## src/rtl/vend_ctrl_multi.sv

```systemverilog
// Multi-product vending controller: credit accumulator, programmable price table,
// dispenser handshake, change/refund and idle timeout. Optional stock tracking: VEND_STOCK_EN.
module vend_ctrl_multi #(
    parameter int NPROD     = 4,
    parameter int SW        = 2,
    parameter int CW        = 8,
    parameter int DEF_PRICE = 10,
    parameter int TIMEOUT   = 1000
) (
    input  logic             clk,
    input  logic             rst,
    input  logic             coin_valid,
    input  logic [CW-1:0]    coin_val,
    input  logic             sel_valid,
    input  logic [SW-1:0]    sel_id,
    input  logic             cancel,
    input  logic             maint,
    input  logic             price_wr,
    input  logic [CW-1:0]    price_data,
    input  logic             vend_ack,
    output logic             vend_req,
    output logic [SW-1:0]    vend_id,
    output logic             change_valid,
    output logic [CW-1:0]    change_amt,
    output logic [CW-1:0]    credit,
    output logic             coin_reject,
    output logic             sel_err,
`ifdef VEND_STOCK_EN
    output logic [NPROD-1:0] sold_out,
`endif
    output logic [2:0]       state
);

    localparam int TW = $clog2(TIMEOUT);

    typedef enum logic [2:0] {
        S_IDLE   = 3'd0,
        S_CREDIT = 3'd1,
        S_VEND   = 3'd2,
        S_CHANGE = 3'd3,
        S_MAINT  = 3'd4,
        S_REFUND = 3'd5
    } state_t;

    state_t          state_q, state_d;
    logic [CW-1:0]   credit_q, credit_d;
    logic [SW-1:0]   vend_id_q, vend_id_d;
    logic [TW-1:0]   tmr_q, tmr_d;
    logic            vend_req_q, vend_req_d;
    logic            change_valid_q, change_valid_d;
    logic [CW-1:0]   change_amt_q, change_amt_d;
    logic            coin_reject_q, coin_reject_d;
    logic            sel_err_q, sel_err_d;
    logic [CW-1:0]   price_q [NPROD];

    logic            sel_in_range_s;
    logic [CW-1:0]   sel_price_s;
    logic [CW-1:0]   vend_price_s;
    logic [CW:0]     sum_s;
    logic [CW-1:0]   vend_rem_s;
    logic            sel_bad_s;
    logic            price_we_s;
    logic            stock_empty_s;

`ifdef VEND_STOCK_EN
    logic [7:0]      stock_q [NPROD];
    logic [7:0]      stock_d [NPROD];
`endif

    // Operand lookup: selected price, vended price and the widened coin sum.
    always_comb begin
        sel_in_range_s = (32'(sel_id) < NPROD);
        sel_price_s    = {CW{1'b0}};
        vend_price_s   = {CW{1'b0}};
        if (sel_in_range_s) begin
            sel_price_s = price_q[sel_id];
        end else begin
            sel_price_s = {CW{1'b0}};
        end
        if (32'(vend_id_q) < NPROD) begin
            vend_price_s = price_q[vend_id_q];
        end else begin
            vend_price_s = {CW{1'b0}};
        end
        sum_s      = {1'b0, credit_q} + {1'b0, coin_val};
        vend_rem_s = credit_q - vend_price_s;
    end

    // Stock emptiness of the selected product; never empty without stock tracking.
    always_comb begin
        stock_empty_s = 1'b0;
`ifdef VEND_STOCK_EN
        if (sel_in_range_s) begin
            stock_empty_s = (stock_q[sel_id] == 8'd0);
        end else begin
            stock_empty_s = 1'b1;
        end
`endif
    end

    assign sel_bad_s  = !sel_in_range_s || (sel_price_s == {CW{1'b0}}) ||
                        (credit_q < sel_price_s) || stock_empty_s;
    assign price_we_s = (state_q == S_MAINT) && price_wr && sel_in_range_s;

    // Next-state and next-output logic.
    always_comb begin
        state_d        = state_q;
        credit_d       = credit_q;
        vend_id_d      = vend_id_q;
        tmr_d          = tmr_q;
        coin_reject_d  = 1'b0;
        sel_err_d      = 1'b0;
        case (state_q)
            S_IDLE: begin
                tmr_d = {TW{1'b0}};
                if (maint) begin
                    state_d = S_MAINT;
                end else if (coin_valid) begin
                    credit_d = coin_val;
                    state_d  = S_CREDIT;
                end else begin
                    state_d = S_IDLE;
                end
            end
            S_CREDIT: begin
                // A coin in the same cycle as a select wins; the select is dropped.
                if (cancel) begin
                    state_d = S_REFUND;
                end else if (coin_valid) begin
                    tmr_d = {TW{1'b0}};
                    if (sum_s[CW]) begin
                        coin_reject_d = 1'b1;
                    end else begin
                        credit_d = sum_s[CW-1:0];
                    end
                end else if (sel_valid) begin
                    tmr_d = {TW{1'b0}};
                    if (sel_bad_s) begin
                        sel_err_d = 1'b1;
                    end else begin
                        vend_id_d = sel_id;
                        state_d   = S_VEND;
                    end
                end else if (tmr_q == TW'(TIMEOUT - 1)) begin
                    state_d = S_REFUND;
                end else begin
                    tmr_d = tmr_q + TW'(1);
                end
            end
            S_VEND: begin
                coin_reject_d = coin_valid;
                if (vend_ack) begin
                    credit_d = vend_rem_s;
                    if (vend_rem_s != {CW{1'b0}}) begin
                        state_d = S_CHANGE;
                    end else begin
                        state_d = S_IDLE;
                    end
                end else begin
                    state_d = S_VEND;
                end
            end
            S_CHANGE, S_REFUND: begin
                credit_d = {CW{1'b0}};
                state_d  = S_IDLE;
            end
            S_MAINT: begin
                coin_reject_d = coin_valid;
                if (!maint) begin
                    state_d = S_IDLE;
                end else begin
                    state_d = S_MAINT;
                end
            end
            default: begin
                credit_d = {CW{1'b0}};
                state_d  = S_IDLE;
            end
        endcase
        vend_req_d     = (state_d == S_VEND);
        change_valid_d = (state_d == S_CHANGE) || (state_d == S_REFUND);
        if (change_valid_d) begin
            change_amt_d = credit_d;
        end else begin
            change_amt_d = {CW{1'b0}};
        end
    end

    // Control and output registers.
    always_ff @(posedge clk or negedge rst) begin
        if (!rst) begin
            state_q        <= S_IDLE;
            credit_q       <= {CW{1'b0}};
            vend_id_q      <= {SW{1'b0}};
            tmr_q          <= {TW{1'b0}};
            vend_req_q     <= 1'b0;
            change_valid_q <= 1'b0;
            change_amt_q   <= {CW{1'b0}};
            coin_reject_q  <= 1'b0;
            sel_err_q      <= 1'b0;
        end else begin
            state_q        <= state_d;
            credit_q       <= credit_d;
            vend_id_q      <= vend_id_d;
            tmr_q          <= tmr_d;
            vend_req_q     <= vend_req_d;
            change_valid_q <= change_valid_d;
            change_amt_q   <= change_amt_d;
            coin_reject_q  <= coin_reject_d;
            sel_err_q      <= sel_err_d;
        end
    end

    // Price table, writable only in maintenance.
    always_ff @(posedge clk or negedge rst) begin
        if (!rst) begin
            for (int i = 0; i < NPROD; i++) begin
                price_q[i] <= CW'(DEF_PRICE);
            end
        end else if (price_we_s) begin
            price_q[sel_id] <= price_data;
        end else begin
            price_q <= price_q;
        end
    end

`ifdef VEND_STOCK_EN
    // Stock next-state: maintenance load, saturating decrement on dispense.
    always_comb begin
        stock_d = stock_q;
        if (price_we_s) begin
            stock_d[sel_id] = price_data[7:0];
        end else if ((state_q == S_VEND) && vend_ack && (stock_q[vend_id_q] != 8'd0)) begin
            stock_d[vend_id_q] = stock_q[vend_id_q] - 8'd1;
        end else begin
            stock_d = stock_q;
        end
    end

    // Stock registers.
    always_ff @(posedge clk or negedge rst) begin
        if (!rst) begin
            for (int i = 0; i < NPROD; i++) begin
                stock_q[i] <= 8'd0;
            end
        end else begin
            stock_q <= stock_d;
        end
    end

    for (genvar g = 0; g < NPROD; g++) begin : g_sold
        assign sold_out[g] = (stock_q[g] == 8'd0);
    end
`endif

    assign state        = state_q;
    assign credit       = credit_q;
    assign vend_id      = vend_id_q;
    assign vend_req     = vend_req_q;
    assign change_valid = change_valid_q;
    assign change_amt   = change_amt_q;
    assign coin_reject  = coin_reject_q;
    assign sel_err      = sel_err_q;

endmodule

```

## config.mk

```make
export PLATFORM = sky130hd
export DESIGN_NAME = vend_ctrl_multi
export DESIGN_NICKNAME = d
export VERILOG_FILES = /design/src/rtl/vend_ctrl_multi.sv
export SDC_FILE = /design/constraint.sdc
export NUM_CORES = 1
export LEC_CHECK = 0
export ABC_CLOCK_PERIOD_IN_PS = 5680
export CORE_MARGIN = 8
export CORE_UTILIZATION = 28
export DETAILED_ROUTE_END_ITERATION = 8
export GPL_ROUTABILITY_DRIVEN = 0
export MAX_ROUTING_LAYER = met4
export REMOVE_ABC_BUFFERS = 1
export SLEW_MARGIN = 20
export SYNTH_ARGS = -nofsm -noshare
export SYNTH_HDL_FRONTEND = slang
export SYNTH_SLANG_ARGS = --single-unit
```

## constraint.sdc

```tcl
create_clock -name clk -period 5.68 [get_ports clk]
set_clock_uncertainty 0.05 [all_clocks]
set_input_delay 0.568 -clock clk [delete_from_list [all_inputs] [get_ports clk]]
set_output_delay 0.568 -clock clk [all_outputs]
set_load 0.1 [all_outputs]
```

Word level (Yosys, flattened, before mapping)
Cells that the tools add are included.
{"block": "totals", "register_bits": 67, "in_bits": 26, "word_cells": 87}
{"block": "op_classes", "n_mux": 42, "n_bitwise": 5, "n_addsub": 3, "n_eq_ne": 9, "n_reduce_logical": 11, "order_cmp": 4}
{"op": "2-to-1 mux 8 bit", "n": 12}
{"op": "2-to-1 mux 10 bit", "n": 4}
{"op": "binary-select mux 8 bit (select 2 bit)", "n": 2}
{"op": "bitwise mux 32 bit", "n": 1}
{"op": "one-hot mux 8 bit (4 select lines)", "n": 1}
{"op": "2-to-1 mux 3 bit", "n": 8}
{"op": "one-hot mux 10 bit (2 select lines)", "n": 1}
{"op": "demux 8 bit (select 2 bit)", "n": 1}
{"op": "one-hot mux 3 bit (4 select lines)", "n": 1}
{"op": "adder 10 x 1 -> 10 bit (second input constant)", "n": 1}
{"op": "equality test 10 bit (second input constant)", "n": 1}
{"op": "adder 8 x 8 -> 9 bit", "n": 1}
{"op": "equality test 3 x 2 -> 1 bit (second input constant)", "n": 3}
{"op": "2-to-1 mux 1 bit", "n": 9}
{"op": "zero test 8 bit", "n": 1}
{"op": "< comparator 8 bit", "n": 1}
{"op": "nonzero test 8 bit", "n": 1}
{"op": "subtractor 8 bit", "n": 1}
{"op": "equality test 3 bit (second input constant)", "n": 2}
{"op": "greater-or-equal comparator 3 bit (second input constant)", "n": 2}
{"op": "NOT 2 -> 3 bit", "n": 2}
{"op": "AND reduction 5 bit", "n": 1}
{"op": "inequality test 4 bit (second input constant)", "n": 1}
{"op": "equality test 3 x 1 -> 1 bit (second input constant)", "n": 1}
{"op": "other kinds (11)", "n": 15}

Depth between registers and ports, before layout
{"block": "logic_depth", "ltp_word": 14, "ltp_mapped": 13, "mapped_depth_nobuf": 11}

Worst setup path before layout
Ideal clock, no wire load.
{"block": "synth_path", "path_type": "register to register", "from": "register vend_id_q[0] (netlist: vend_id[0])", "to": "register change_amt_q[7] (netlist: change_amt[7])", "stages_incl_launch_ff": 14, "path_slack_ns": 1.976, "period_less_slack_ns": 3.704, "required_time_ns": 5.536, "arrival_ns": 3.560, "cell_sequence": "dfrtp_1 buf_6 mux4_2 ha_1 inv_1 fa_1 a211oi_1 or4b_2 nand4_1 nor2_1 a31oi_1 a211oi_1 buf_6 a211oi_1"}
{"block": "synth_between", "elab_chain_cells": 12}
{"item": "start, declared", "line": "47", "source": "logic [SW-1:0] vend_id_q, vend_id_d;"}
{"item": "start signal, assigned", "line": "194", "source": "vend_id_q <= {SW{1'b0}};"}
{"item": "start signal, assigned", "line": "204", "source": "vend_id_q <= vend_id_d;"}
{"item": "NOT 2 -> 3 bit (implied by the code) (*)", "line": "81", "source": "vend_price_s = price_q[vend_id_q];"}
{"item": "binary-select mux 8 bit (select 2 bit) (*)", "line": "81"}
{"item": "2-to-1 mux 8 bit (implied by the code) (*) (2 in a row)", "line": "81"}
{"item": "subtractor 8 bit (*)", "line": "86", "source": "vend_rem_s = credit_q - vend_price_s;"}
{"item": "nonzero test 8 bit", "line": "154", "source": "if (vend_rem_s != {CW{1'b0}}) begin"}
{"item": "2-to-1 mux 2 bit", "line": "154"}
{"item": "2-to-1 mux 3 bit", "line": "152", "source": "if (vend_ack) begin"}
{"item": "one-hot mux 3 bit (4 select lines)", "line": "113", "source": "case (state_q)"}
{"item": "equality test 3 x 2 -> 1 bit / equality test 3 bit (equally long branches)", "line": "181", "source": "change_valid_d = (state_d == S_CHANGE) || (state_d == S_REFUND);"}
{"item": "logical OR 1 bit", "line": "181"}
{"item": "2-to-1 mux 8 bit (*)", "line": "182", "source": "if (change_valid_d) begin"}
{"item": "net change_amt_d[7]", "line": "51", "source": "logic [CW-1:0] change_amt_q, change_amt_d;"}
{"item": "end signal, assigned", "line": "198", "source": "change_amt_q <= {CW{1'b0}};"}
{"item": "end signal, assigned", "line": "208", "source": "change_amt_q <= change_amt_d;"}
{"item": "end, declared", "line": "51"}
The timed path passes the listed nets; every way through them passes the cells marked *. The select of a mux whose other input is x is not followed.
A chain may end at the register's enable or synchronous reset.

Worst setup path in the final report
{"block": "layout_path", "from": "register vend_id_q[0] (netlist: vend_id[0])", "to": "register change_amt_q[3] (netlist: change_amt[3])"}
The elaborated chain is that of the path after synthesis.

==> out/metrics.cfg <==
[run_status]
status = completed

[yosys]
netlist_top_cells_area = dfrtp_1 35%, mux2_2 10%, mux4_2 8.5%
synth_edf_count = 0
synthArstFlopShare = 1.00
yosys.cell_types.count = 57
synthCells = 387
yosys_warnings = 0
synth_common_cells = 59 x dfrtp_1, 38 x mux2_2, 26 x inv_1, 26 x nor2_1, 25 x nand2_1
synth_top_area_cell = dfrtp_1
yosysMostFrequentCell = dfrtp_1
ys_ff_latch = 67
synth_top_area_share = 0.348
netlist_area_um2 = 4250
syn_avg_cell_area_um2 = 11.0
yosys_most_used_dff = dfrtp_1
yosysSeqAreaShare = 0.397

[timing]
fmax_mhz = 256
maxSlewViolCount = 0
setup_viol = 0
period_minus_slack_ps = 3900
period_share = 0.687
slew_headroom = 0.333
rsz0062_at_grt = no
tightest_slew_ps = 997
hold_violations = 0
finalSetupTns_ps = 0

[route]
num_vias = 3226
met1Wirelength_mm = 5.17
drcViolationCount = 0
wl_met2_mm = 4.94
wl_met3_um = 433
drt-wirelength-per-cell_um = 16.8
ant_nets = 0
first_pass_iters = 4
vias_per_cell = 5.09
wl_mm = 10.6
first_iter_violations = 186
highest_layer = met4

[worst_setup_path]
rr_worst_depth = 12
arrival_ps = 4050
worstPathRequired_ps = 5820
reg2reg_from = vend_id[0]
crit_path_start_kind = flip-flop
cpPeakStageDelay_ps = 700
path_class = flip-flop to flip-flop
path_cells = mux4_2 > ha_1 > inv_1 > fa_1 > a211oi_1 > nor2_1 > xnor2_1 > nor3_1 > a31oi_1 > a211oi_1 > buf_4 > nor3b_1
rr_endpoint = change_amt[3]
cp_slowest_cell = dfrtp_1
path_max_fanout = 10
crit_path_end_kind = flip-flop
crit_top_cell = a211oi_1
ff2ff_setup_slack_ps = 1780

[die]
fp.coreArea_um2 = 15000
die_w_um = 139
die-area_um2 = 19400
start_util = 0.283
fp.dieH_um = 139
io_pins = 51
num_rows = 45

[power]
power_leakage_nw = 2.24
peakVddDrop_uv = 272
total_power_mw = 3.09
p_per_area_nw_per_um2 = 590

[clock_network]
cts_tree = yes
ctsResizeCount = 0
insertion_delay_ps = 330
clk_pin_slew_worst_paths_ps = 50
cts_root_buf = clkbuf_16
ctsHoldBuffers = 0
post_cts_buffers = 0
clockBufferDepth = 2
cts_inserted_buffers = 9
htree_levels = 3
cts_sinks = 67

[grt]
gr-usage-all-layers = 0.117
grt_max_degree = 68
overflow = 0
grt_pass1_wl_mm = 17.7
antenna_found_initial = 0
grt_pass1_vias = 3315

[place]
portBuffers = 50
hpwl_mm = 8.15

[final_layout]
syn_to_final_growth_pct = 23.4
nNetsFinal = 492
drive_gt1_frac = 0.197
n_antenna_cell = 0
fin_util = 0.349

[flow_run]
max_cap_violations = 0

[worst_hold_path]
holdCritPathClass = input pin to asynchronous set/reset pin

==> area by class of cell <==
cell class / instances / area [um2]
multi-input combinational: 284 / 2400
sequential: 67 / 1690
tap: 188 / 235
clock buffer: 14 / 264
clock inverter: 2 / 35.0
inverter: 26 / 97.6
fill: 1454 / 9790
timing repair buffer: 53 / 518
==> metrics by stage <==
step	instances	worst slack, ps	hold WS (ps)	cell area (um2)
after global placement	618	1660	410	4940
after CTS	634	1760	417	5240
after detailed placement	618	1540	412	4940
after floorplan	377	1690	222	4190
after global routing	634	1520	454	5240
final	634	1780	394	5240
==> per-layer routing <==
layer	global-route usage	vias to the layer above
li1	-	1547
met1	0.150	1589
met2	0.178	78
met3	0.0310	12
met4	0.0312	0
met5	-	-
==> critical path, delay by kind of cell, from the launching register on <==
| kind | cells | cell delay, ps |
|---|---|---|
| compound gates | 3 | 1170 |
| xor+xnor | 1 | 170 |
| fa+ha+maj | 2 | 570 |
| buf+inv | 2 | 320 |
| flops | 1 | 700 |
| mux | 1 | 370 |
| simple gates | 3 | 420 |
==> cells by family after synthesis <==
family / Yosys count / synth area share
compound gates: 75 / 0.123
xor+xnor: 12 / 0.0247
fa+ha+maj: 25 / 0.0772
buf+inv: 36 / 0.0371
flops: 67 / 0.397
mux: 64 / 0.209
simple gates: 108 / 0.132
==> flip-flops by register name (all words and copies together) (netlist names) <==
signal	cells
price_q	32
tmr_q	10
vend_req	1
state	3
change_amt	8
coin_reject	1
credit	8
change_valid	1
sel_err	1
vend_id	2
==> layout by cell type, fill, tap and decap left out, types with 7 or more instances in the layout <==
master and n:
clkbuf_16 9, mux2_2 38, nand3_1 7, nand2_1 25, xnor2_1 7, o21ai_0 21
mux4_2 16, inv_1 26, nor2_1 26, dfrtp_1 59, ha_1 23, a21oi_1 10
mux2i_1 10, dfstp_2 8, clkdlybuf4s50_1 49
==> report_power, final <==
group	internal (mW)	switching [mW]	total, mW
Clock	0.363	0.195	0.559
Combinational	0.712	0.987	1.70
Sequential	0.656	0.178	0.834
Total	1.73	1.36	3.09
==> how the worst max path moves through the flow <==
stage | from | endpoint | slack (ps) | depth (start not counted)
2_1_floorplan | vend_id[0] | vend_req | 1690 | 11
6_report | vend_id[0] | change_amt[3] | 1780 | 12
3_5_place_dp | sel_id[0] | change_amt[3] | 1540 | 11
4_1_cts | vend_id[0] | change_amt[3] | 1760 | 12
5_1_grt | vend_id[0] | change_amt[4] | 1520 | 12
3_3_place_gp | sel_id[0] | change_amt[5] | 1660 | 12
No activity file was read; power rests on OpenSTA's default activity.
